[config.mk]
export PLATFORM = sky130hd
export DESIGN_NAME = regfile_operand_fetch_flat
export DESIGN_NICKNAME = d
export VERILOG_FILES = /design/src/rtl/regfile_pkg.sv /design/src/rtl/regfile_operand_fetch_if.sv /design/src/rtl/regfile_scoreboard.sv /design/src/rtl/regfile_operand_fetch.sv /design/src/flat_wrapper.sv
export SDC_FILE = /design/constraint.sdc
export NUM_CORES = 1
export LEC_CHECK = 0
export ABC_CLOCK_PERIOD_IN_PS = 3100
export CORE_MARGIN = 10
export CORE_UTILIZATION = 35
export DETAILED_ROUTE_END_ITERATION = 10
export PLACE_DENSITY = 0.73
export SYNTH_ARGS = -nofsm -noshare
export SYNTH_HDL_FRONTEND = slang
export SYNTH_SLANG_ARGS = --single-unit
[constraint.sdc]
create_clock -name clk -period 3.1 [get_ports clk]
set_input_delay 0.62 -clock clk [delete_from_list [all_inputs] [get_ports clk]]
set_output_delay 0.62 -clock clk [all_outputs]
set_load 0.005 [all_outputs]
[src/rtl/regfile_pkg.sv]
// Shared register-file constants and types.
// Imported by the operand-fetch stage and the register file.
package regfile_pkg;

    localparam int DATA_W = 64;
    localparam int ADDR_W = 3;
    localparam int NREG   = 2 ** ADDR_W;
    localparam int OP_W   = 8;

    typedef logic [ADDR_W-1:0] reg_addr_t;
    typedef logic [DATA_W-1:0] data_t;
    typedef logic [OP_W-1:0]   opcode_t;
    typedef logic [NREG-1:0]   pend_t;

    typedef enum logic {
        S_EMPTY,
        S_FULL
    } ostate_e;

endpackage

[src/rtl/regfile_operand_fetch_if.sv]
// Decode, regfile, writeback and execute signals of the operand-fetch stage.
// The slave modport is the fetch stage; master is its surroundings.
interface regfile_operand_fetch_if;
    import regfile_pkg::*;

    logic      in_valid;
    logic      in_ready;
    reg_addr_t in_src0;
    reg_addr_t in_src1;
    reg_addr_t in_dst;
    logic      in_dst_en;
    opcode_t   in_opcode;

    reg_addr_t rf_r0addr;
    reg_addr_t rf_r1addr;
    data_t     rf_r0data;
    data_t     rf_r1data;

    logic      wb_wena;
    reg_addr_t wb_waddr;
    data_t     wb_wdata;

    logic      out_valid;
    logic      out_ready;
    data_t     out_op0;
    data_t     out_op1;
    reg_addr_t out_dst;
    logic      out_dst_en;
    opcode_t   out_opcode;

    modport slave (
        input  in_valid, in_src0, in_src1, in_dst, in_dst_en, in_opcode,
        output in_ready,
        output rf_r0addr, rf_r1addr,
        input  rf_r0data, rf_r1data,
        input  wb_wena, wb_waddr, wb_wdata,
        output out_valid, out_op0, out_op1, out_dst, out_dst_en, out_opcode,
        input  out_ready
    );

    modport master (
        output in_valid, in_src0, in_src1, in_dst, in_dst_en, in_opcode,
        input  in_ready,
        input  rf_r0addr, rf_r1addr,
        output rf_r0data, rf_r1data,
        output wb_wena, wb_waddr, wb_wdata,
        input  out_valid, out_op0, out_op1, out_dst, out_dst_en, out_opcode,
        output out_ready
    );

endinterface

[src/rtl/regfile_scoreboard.sv]
// Pending-write scoreboard: one bit per register, set on issue, cleared by writeback.
// Lookups already see this cycle's writeback as cleared.
module regfile_scoreboard
    import regfile_pkg::*;
(
    input  logic      clk,
    input  logic      reset_n,
    input  logic      i_wb_wena,
    input  reg_addr_t i_wb_waddr,
    input  logic      i_set_en,
    input  reg_addr_t i_set_addr,
    input  reg_addr_t i_q0_addr,
    input  reg_addr_t i_q1_addr,
    input  reg_addr_t i_q2_addr,
    output logic      o_q0_pend,
    output logic      o_q1_pend,
    output logic      o_q2_pend
);

    pend_t r_pend;
    pend_t w_clr;
    pend_t w_set;
    pend_t w_eff;

    assign w_clr = i_wb_wena ? (pend_t'(1) << i_wb_waddr) : '0;
    assign w_set = i_set_en  ? (pend_t'(1) << i_set_addr) : '0;
    assign w_eff = r_pend & ~w_clr;

    assign o_q0_pend = w_eff[i_q0_addr];
    assign o_q1_pend = w_eff[i_q1_addr];
    assign o_q2_pend = w_eff[i_q2_addr];

    // OR-ing the set after the clear lets a same-cycle reissue win
    always_ff @(posedge clk or negedge reset_n) begin
        if (!reset_n) begin
            r_pend <= '0;
        end else begin
            r_pend <= w_eff | w_set;
        end
    end

endmodule

[src/rtl/regfile_operand_fetch.sv]
// Operand fetch between decode and execute: hazard stall, writeback bypass,
// single-entry output register and a saturating stall counter.
module regfile_operand_fetch
    import regfile_pkg::*;
(
    input  logic                   clk,
    input  logic                   reset_n,
    regfile_operand_fetch_if.slave bus,
    output logic [15:0]            stall_cnt
);

    logic      w_e0;
    logic      w_e1;
    logic      w_e2;
    logic      w_hazard;
    logic      w_accept;
    logic      w_clr0;
    logic      w_clr1;
    logic      w_set_en;

    ostate_e   r_state;
    data_t     r_op0;
    data_t     r_op1;
    reg_addr_t r_dst;
    logic      r_dst_en;
    opcode_t   r_opcode;
    logic [15:0] r_stall;

    assign w_set_en = w_accept & bus.in_dst_en;

    regfile_scoreboard u_sb (
        .clk        (clk),
        .reset_n    (reset_n),
        .i_wb_wena  (bus.wb_wena),
        .i_wb_waddr (bus.wb_waddr),
        .i_set_en   (w_set_en),
        .i_set_addr (bus.in_dst),
        .i_q0_addr  (bus.in_src0),
        .i_q1_addr  (bus.in_src1),
        .i_q2_addr  (bus.in_dst),
        .o_q0_pend  (w_e0),
        .o_q1_pend  (w_e1),
        .o_q2_pend  (w_e2)
    );

    assign bus.rf_r0addr = bus.in_src0;
    assign bus.rf_r1addr = bus.in_src1;

    assign w_hazard = w_e0 | w_e1 | (bus.in_dst_en & w_e2);
    assign bus.in_ready = !w_hazard &&
                          (r_state == S_EMPTY || bus.out_ready);
    assign w_accept = bus.in_valid && bus.in_ready;

    // The regfile write lands on the same edge, so forward it directly
    assign w_clr0 = bus.wb_wena && (bus.wb_waddr == bus.in_src0);
    assign w_clr1 = bus.wb_wena && (bus.wb_waddr == bus.in_src1);

    always_ff @(posedge clk or negedge reset_n) begin
        if (!reset_n) begin
            r_state  <= S_EMPTY;
            r_op0    <= '0;
            r_op1    <= '0;
            r_dst    <= '0;
            r_dst_en <= 1'b0;
            r_opcode <= '0;
        end else begin
            unique case (r_state)
                S_EMPTY: begin
                    if (w_accept) begin
                        r_state <= S_FULL;
                    end
                end
                S_FULL: begin
                    if (!w_accept && bus.out_ready) begin
                        r_state <= S_EMPTY;
                    end
                end
                default: r_state <= S_EMPTY;
            endcase
            if (w_accept) begin
                r_op0    <= w_clr0 ? bus.wb_wdata : bus.rf_r0data;
                r_op1    <= w_clr1 ? bus.wb_wdata : bus.rf_r1data;
                r_dst    <= bus.in_dst;
                r_dst_en <= bus.in_dst_en;
                r_opcode <= bus.in_opcode;
            end
        end
    end

    always_ff @(posedge clk or negedge reset_n) begin
        if (!reset_n) begin
            r_stall <= '0;
        end else if (bus.in_valid && w_hazard && r_stall != 16'hFFFF) begin
            r_stall <= r_stall + 16'd1;
        end
    end

    assign bus.out_valid  = (r_state == S_FULL);
    assign bus.out_op0    = r_op0;
    assign bus.out_op1    = r_op1;
    assign bus.out_dst    = r_dst;
    assign bus.out_dst_en = r_dst_en;
    assign bus.out_opcode = r_opcode;
    assign stall_cnt      = r_stall;

endmodule

[src/flat_wrapper.sv]
// flat-port wrapper written by rule: the top's interface ports become plain ports
module regfile_operand_fetch_flat import regfile_pkg::*;
  (clk, reset_n, stall_cnt, bus_in_valid, bus_in_src0, bus_in_src1, bus_in_dst, bus_in_dst_en, bus_in_opcode, bus_in_ready, bus_rf_r0addr, bus_rf_r1addr, bus_rf_r0data, bus_rf_r1data, bus_wb_wena, bus_wb_waddr, bus_wb_wdata, bus_out_valid, bus_out_op0, bus_out_op1, bus_out_dst, bus_out_dst_en, bus_out_opcode, bus_out_ready);
  regfile_operand_fetch_if bus_i ();
  input  logic clk;
  input  logic reset_n;
  output logic [15:0] stall_cnt;
  input wire logic [$bits(bus_i.in_valid)-1:0] bus_in_valid;
  input wire logic [$bits(bus_i.in_src0)-1:0] bus_in_src0;
  input wire logic [$bits(bus_i.in_src1)-1:0] bus_in_src1;
  input wire logic [$bits(bus_i.in_dst)-1:0] bus_in_dst;
  input wire logic [$bits(bus_i.in_dst_en)-1:0] bus_in_dst_en;
  input wire logic [$bits(bus_i.in_opcode)-1:0] bus_in_opcode;
  output wire logic [$bits(bus_i.in_ready)-1:0] bus_in_ready;
  output wire logic [$bits(bus_i.rf_r0addr)-1:0] bus_rf_r0addr;
  output wire logic [$bits(bus_i.rf_r1addr)-1:0] bus_rf_r1addr;
  input wire logic [$bits(bus_i.rf_r0data)-1:0] bus_rf_r0data;
  input wire logic [$bits(bus_i.rf_r1data)-1:0] bus_rf_r1data;
  input wire logic [$bits(bus_i.wb_wena)-1:0] bus_wb_wena;
  input wire logic [$bits(bus_i.wb_waddr)-1:0] bus_wb_waddr;
  input wire logic [$bits(bus_i.wb_wdata)-1:0] bus_wb_wdata;
  output wire logic [$bits(bus_i.out_valid)-1:0] bus_out_valid;
  output wire logic [$bits(bus_i.out_op0)-1:0] bus_out_op0;
  output wire logic [$bits(bus_i.out_op1)-1:0] bus_out_op1;
  output wire logic [$bits(bus_i.out_dst)-1:0] bus_out_dst;
  output wire logic [$bits(bus_i.out_dst_en)-1:0] bus_out_dst_en;
  output wire logic [$bits(bus_i.out_opcode)-1:0] bus_out_opcode;
  input wire logic [$bits(bus_i.out_ready)-1:0] bus_out_ready;
  assign bus_i.in_valid = bus_in_valid;
  assign bus_i.in_src0 = bus_in_src0;
  assign bus_i.in_src1 = bus_in_src1;
  assign bus_i.in_dst = bus_in_dst;
  assign bus_i.in_dst_en = bus_in_dst_en;
  assign bus_i.in_opcode = bus_in_opcode;
  assign bus_in_ready = bus_i.in_ready;
  assign bus_rf_r0addr = bus_i.rf_r0addr;
  assign bus_rf_r1addr = bus_i.rf_r1addr;
  assign bus_i.rf_r0data = bus_rf_r0data;
  assign bus_i.rf_r1data = bus_rf_r1data;
  assign bus_i.wb_wena = bus_wb_wena;
  assign bus_i.wb_waddr = bus_wb_waddr;
  assign bus_i.wb_wdata = bus_wb_wdata;
  assign bus_out_valid = bus_i.out_valid;
  assign bus_out_op0 = bus_i.out_op0;
  assign bus_out_op1 = bus_i.out_op1;
  assign bus_out_dst = bus_i.out_dst;
  assign bus_out_dst_en = bus_i.out_dst_en;
  assign bus_out_opcode = bus_i.out_opcode;
  assign bus_i.out_ready = bus_out_ready;
  regfile_operand_fetch u_core (.clk(clk), .reset_n(reset_n), .bus(bus_i), .stall_cnt(stall_cnt));
endmodule
# Word level (Yosys, flattened, before mapping)
# Index checks and enable logic that the tools add are counted.
# op_classes
n_addsub	1
magnitude_cmp	3
n_eq_ne	3
shift	2
n_mux	13
bitwise_logic	8
n_reduce_logical	10
# ops
cell	count
64-bit two-way mux	2
16-bit by 1-bit adder with 16-bit output (second input constant)	1
8-bit two-way mux	2
16-bit != test (second input constant)	1
1-bit by 3-bit << shifter with 8-bit output (first input constant)	2
3-bit by 4-bit < comparator with 1-bit output (second input constant)	3
1-bit binary-select mux with 3-bit select	3
8-bit AND	1
8-bit inverter	1
8-bit OR	1
1-bit logical AND	7
3-bit == test	2
1-bit two-way mux	5
1-bit AND	2
1-bit zero test	2
1-bit OR	2
1-bit case mux with 2 select lines	1
1-bit logical OR	1
1-bit inverter	1
# totals
ff_bits	165
inputBits	218
output_inout_bits	164
elab_cells	48

# Depth between registers and ports, before layout
# logic_depth
ltp_word	15
ltp_mapped	10
mapped_depth_nobuf	6

# Cells and area by module
# From an unflattened synthesis, not the netlist that was laid out.
# unflattened
hier_cells	748
area_unflattened_um2	8023.9
# by_module_without_submodules
mod	n_inst	cells_each	area_per_inst_um2	seq_area_each_um2
regfile_operand_fetch	1	672	7384.6	3928.8
regfile_scoreboard	1	76	639.4	200.2

# Worst setup path after synthesis
# No wires, ideal clock.
# synth_timing
kind	input to output
startpoint	input bus_wb_waddr[0]
endpoint	output bus_in_ready
arrival_time_ps	2448
t_required_ps	2480
path_slack_ps	32
cell_stages	7
path_buffers	2
path_cell_list	buf_2 or4b_4 a221oi_1 o21bai_1 a211oi_2 buf_2 and2_1
# synth_between
elab_chain_len	10
elab_cells_between_ends	15
cone_classes	shift (1); mux (7); bitwise (5); reduce/logical (2)
# synth_lines
item	line	text
start: declaration	flat_wrapper.sv:20	input wire logic [$bits(bus_i.wb_waddr)-1:0] bus_wb_waddr;
1-bit by 3-bit << shifter with 8-bit output (*)	regfile_scoreboard.sv:25	assign w_clr = i_wb_wena ? (pend_t'(1) << i_wb_waddr) : '0;
8-bit two-way mux (*)	regfile_scoreboard.sv:25	
8-bit inverter (*)	regfile_scoreboard.sv:27	assign w_eff = r_pend & ~w_clr;
8-bit AND (*)	regfile_scoreboard.sv:27	
1-bit binary-select mux with 3-bit select, on equally long branches	regfile_scoreboard.sv:29, regfile_scoreboard.sv:30, regfile_scoreboard.sv:31	
1-bit two-way mux, on equally long branches	regfile_scoreboard.sv:29, regfile_scoreboard.sv:30, regfile_scoreboard.sv:31	
1-bit OR or 1-bit AND (tied branches)	regfile_operand_fetch.sv:49	assign w_hazard = w_e0 | w_e1 | (bus.in_dst_en & w_e2);
1-bit OR (*)	regfile_operand_fetch.sv:49	
1-bit zero test (*)	regfile_operand_fetch.sv:50	assign bus.in_ready = !w_hazard &&
1-bit logical AND (*)	regfile_operand_fetch.sv:50	
end: declaration	flat_wrapper.sv:14	output wire logic [$bits(bus_i.in_ready)-1:0] bus_in_ready;
# Every way passes the cells marked *; elsewhere a longest branch is shown, timed or not. The select of a mux whose other input is x is not followed.

# Final worst setup path
# Ends and elaborated chain as after synthesis.

==> metrics.csv <==
metric;value;unit
reg2reg start;u_core.u_sb.r_pend[5];
Non-Filler Instances;1459;
Final Max Tran Viols;0;
die width;171;microns
EDFF count, synth;0;
Die Area;0.0292;sq mm
Via density;4.91;
Post-Syn Area;0.00797;sq mm
placed wire-length estimate;22.6;mm
mux contribution to synthesized area;18.8;%
largest net degree at the start of global routing;67;
clock latency on the worst-skew pair;0.42;ns
post-cts hold buffer count;0;
Main synth FF type;dfrtp_1;
Logic pwr share;39.9;%
cts bufs inserted;17;
Async SR Flop Fraction;100;%
worst setup margin;0.111;ns
Setup Crit Path Kind;in2out;
Max IR drop VDD;396;uV
Hold Crit Class;in2async;
initial core utilization;35.4;%
post-synthesis simple-gate area fraction;12.1;%
Place WS;-0.589;ns
Pwr Density;725;mW/mm^2
largest family of logic cells by synthesized area;multiplexers;
Hold Slack;0.177;ns
Worst Setup Start Kind;input port;
ANT nets after route;0;
outcome;complete, no violations;
Final Wtd Congestion;0.829;
die height;171;microns
Synth Register Bits;165;
min cycle time layout;2.99;ns
LEAKAGE;6.14;nW
GR Overflow Total;0;
Synth area leader;dfrtp_1;
Reg clk slew, reported paths;0.07;ns
endpoints failing setup;0;
Post-Synth Adder-Cell Area;0.157;%
Worst Path Required;2.48;ns
Pint;6.57;mW
proportion of layout cells with a drive suffix above 1;11.3;%
Synth top area share;51.8;%
Max-Slew Margin vs Limit;50.9;%
area share of xor/xnor cells in the synthesized design;2.42;%
CP arrival;2.37;ns
switching power;2.94;mW
placed cells;1423;
first drt pass iteration count;4;
max-cap violation count;0;
DRT iter0 DRCs;286;
Avg WL per Cell;19.8;microns
TritonCTS clock tree;yes;
number of clock sinks;165;
clk buf depth;2;
complex-gate fraction of the synthesized area;10.3;%
yosys warns;0;
first-pass GRT wire length;43.6;mm
Root Buffer;clkbuf_16;
initial antenna violation count;1;
skew final;0.0127;ns
largest cells by area after synthesis;dfrtp_1 52%, mux2i_1 16%, a21oi_1 8.1%;
Via Count;7158;
crit path from;bus_wb_waddr[0];
overall power;9.51;mW
clock group share of total power;23.1;%
Post-Synthesis Cells;757;
final net count;1379;
synthesized area per cell;10.5;sq um
CP endpoint kind;output pin;
final period utilization;96.4;%
Switching Share;30.9;%
critical-path maximum fanout;4;
Flop pwr share;37.0;%
number of cell rows;55;
upper clock frequency limit;0.335;GHz
input/output buffers;381;
H-tree depth;4;
vias in the first global route;7592;
sequential area share after synthesis;51.8;%
Core Area;0.0225;sq mm
Area Overhead vs Synth;64.5;%
# IOs;382;
gr usage total;19.3;%
synthesized netlist net count;976;
Distinct cells, synth;47;
DR DRC count;0;
final WL;28.9;mm
Slew @ Worst Pin;0.729;ns
layout filler cell count;1949;
Final Hold Fails;0;
## stage by stage
step	cell area [sq um]	utilization, %	TNS [ns]
floorplan	7970	-	0
global placement	12400	55.1	-47.18
detailed placement	12400	55.1	-55.62
CTS	13100	58.0	0
global route	13100	58.3	-0.00628
finish	13100	58.3	0
## cells by family after synthesis
kind of cell,Yosys count
AND/OR/NAND/NOR,207
flip-flops,165
AO/OA/AOI/OAI,151
multiplexers,145
buffers and inverters,66
XOR/XNOR,22
adder cells (fa/ha/maj),1
## worst max-delay path: stages
cell and delay (ns):
clkdlybuf4s15_1 0.22, or4bb_4 0.56, a221oi_2 0.25, o21bai_1 0.12, a211oi_2 0.23, and2_1 0.16, clkdlybuf4s15_2 0.21
## area by class of cell
| cell class | count | area (sq um) | area share, % |
|---|---|---|---|
| Sequential cell | 165 | 4130 | 31.5 |
| Tap cell | 285 | 357 | 2.72 |
| Inverter | 8 | 30.0 | 0.229 |
| Multi-Input combinational cell | 526 | 3590 | 27.4 |
| Clock inverter | 13 | 160 | 1.22 |
| Timing Repair Buffer | 442 | 4400 | 33.5 |
| Antenna cell | 1 | 2.50 | 0.0191 |
| Clock buffer | 19 | 443 | 3.38 |
## cell usage in the layout, fill, tap and decap left out, types with 4 or more instances in the layout
cell	netlist	final
o21ai_0	4	4
mux2_2	15	15
clkdlybuf4s50_1	0	371
nor3_1	4	4
a221oi_2	0	4
buf_12	0	11
nor3b_1	4	4
clkbuf_16	0	17
and2_1	6	6
xor2_1	14	14
nor2_1	134	134
nand2_1	16	16
a21oi_1	129	129
nand4_1	10	10
mux2i_1	128	128
xnor2_1	8	6
nor2b_1	7	7
buf_4	14	50
inv_1	8	8
dfrtp_1	165	165
nand2b_1	6	6
inv_6	0	5
## registers in the layout (all words and copies together), names as in the netlist
register	cells
u_core.stall_cnt	16
u_core.u_sb.r_pend	8
u_core.bus.out_op0	64
u_core.bus.out_op1	64
u_core.bus.out_valid	1
u_core.bus.out_dst	3
u_core.bus.out_dst_en	1
u_core.bus.out_opcode	8
## cell usage after synthesis, types with 3 or more instances
cell and count:
a21oi_1 129, a221oi_1 4, and2_1 6, buf_2 24, buf_4 14, buf_6 3, clkbuf_1 16, dfrtp_1 165
inv_1 8, mux2_2 15, mux2i_1 128, nand2_1 16, nand2b_1 6, nand3_1 3, nand4_1 10, nand4b_1 3
nor2_1 134, nor2b_1 7, nor3_1 4, nor3b_1 4, o21ai_0 4, xnor2_1 8, xor2_1 14
## final timing paths
kind / cells after the start / end / slack (ns)
worst max-delay path: 7 / bus_in_ready / 0.11
min in group clk: 1 / u_core.stall_cnt[15] / 0.49
worst max register to register: 8 / u_core.u_sb.r_pend[0] / 0.36
worst min-delay path: 1 / u_core.bus.out_op0[48] / 0.18
max in group asynchronous: 2 / u_core.bus.out_op1[9] / 2.05
worst min register to register: 1 / u_core.stall_cnt[15] / 0.49
## power by group through the flow
stage | Clock (mW) | Combinational [mW] | Sequential, mW
after global routing | 2.35 | 4.16 | 3.64
after floorplan | 0 | 1.16 | 3.57
after global placement | 0 | 3.77 | 3.51
after CTS | 2.25 | 3.86 | 3.52
after detailed placement | 0 | 3.83 | 3.55
final | 2.20 | 3.79 | 3.52
## per-layer routing
| layer | wire length, microns | GRT usage (%) | up-vias |
|---|---|---|---|
| li1 | - | - | 3463 |
| met1 | 11000 | 21.2 | 3395 |
| met2 | 14600 | 33.5 | 270 |
| met3 | 2750 | 7.88 | 30 |
| met4 | 472 | 5.82 | 0 |
| met5 | 0 | 0 | - |
## what timing repair did
item	in CTS	in global routing
setup endpoints to repair	3	1
resized for setup	21	14
buffers inserted	2	1
pin swaps	6	6
Power figures use the tool's default switching activity.
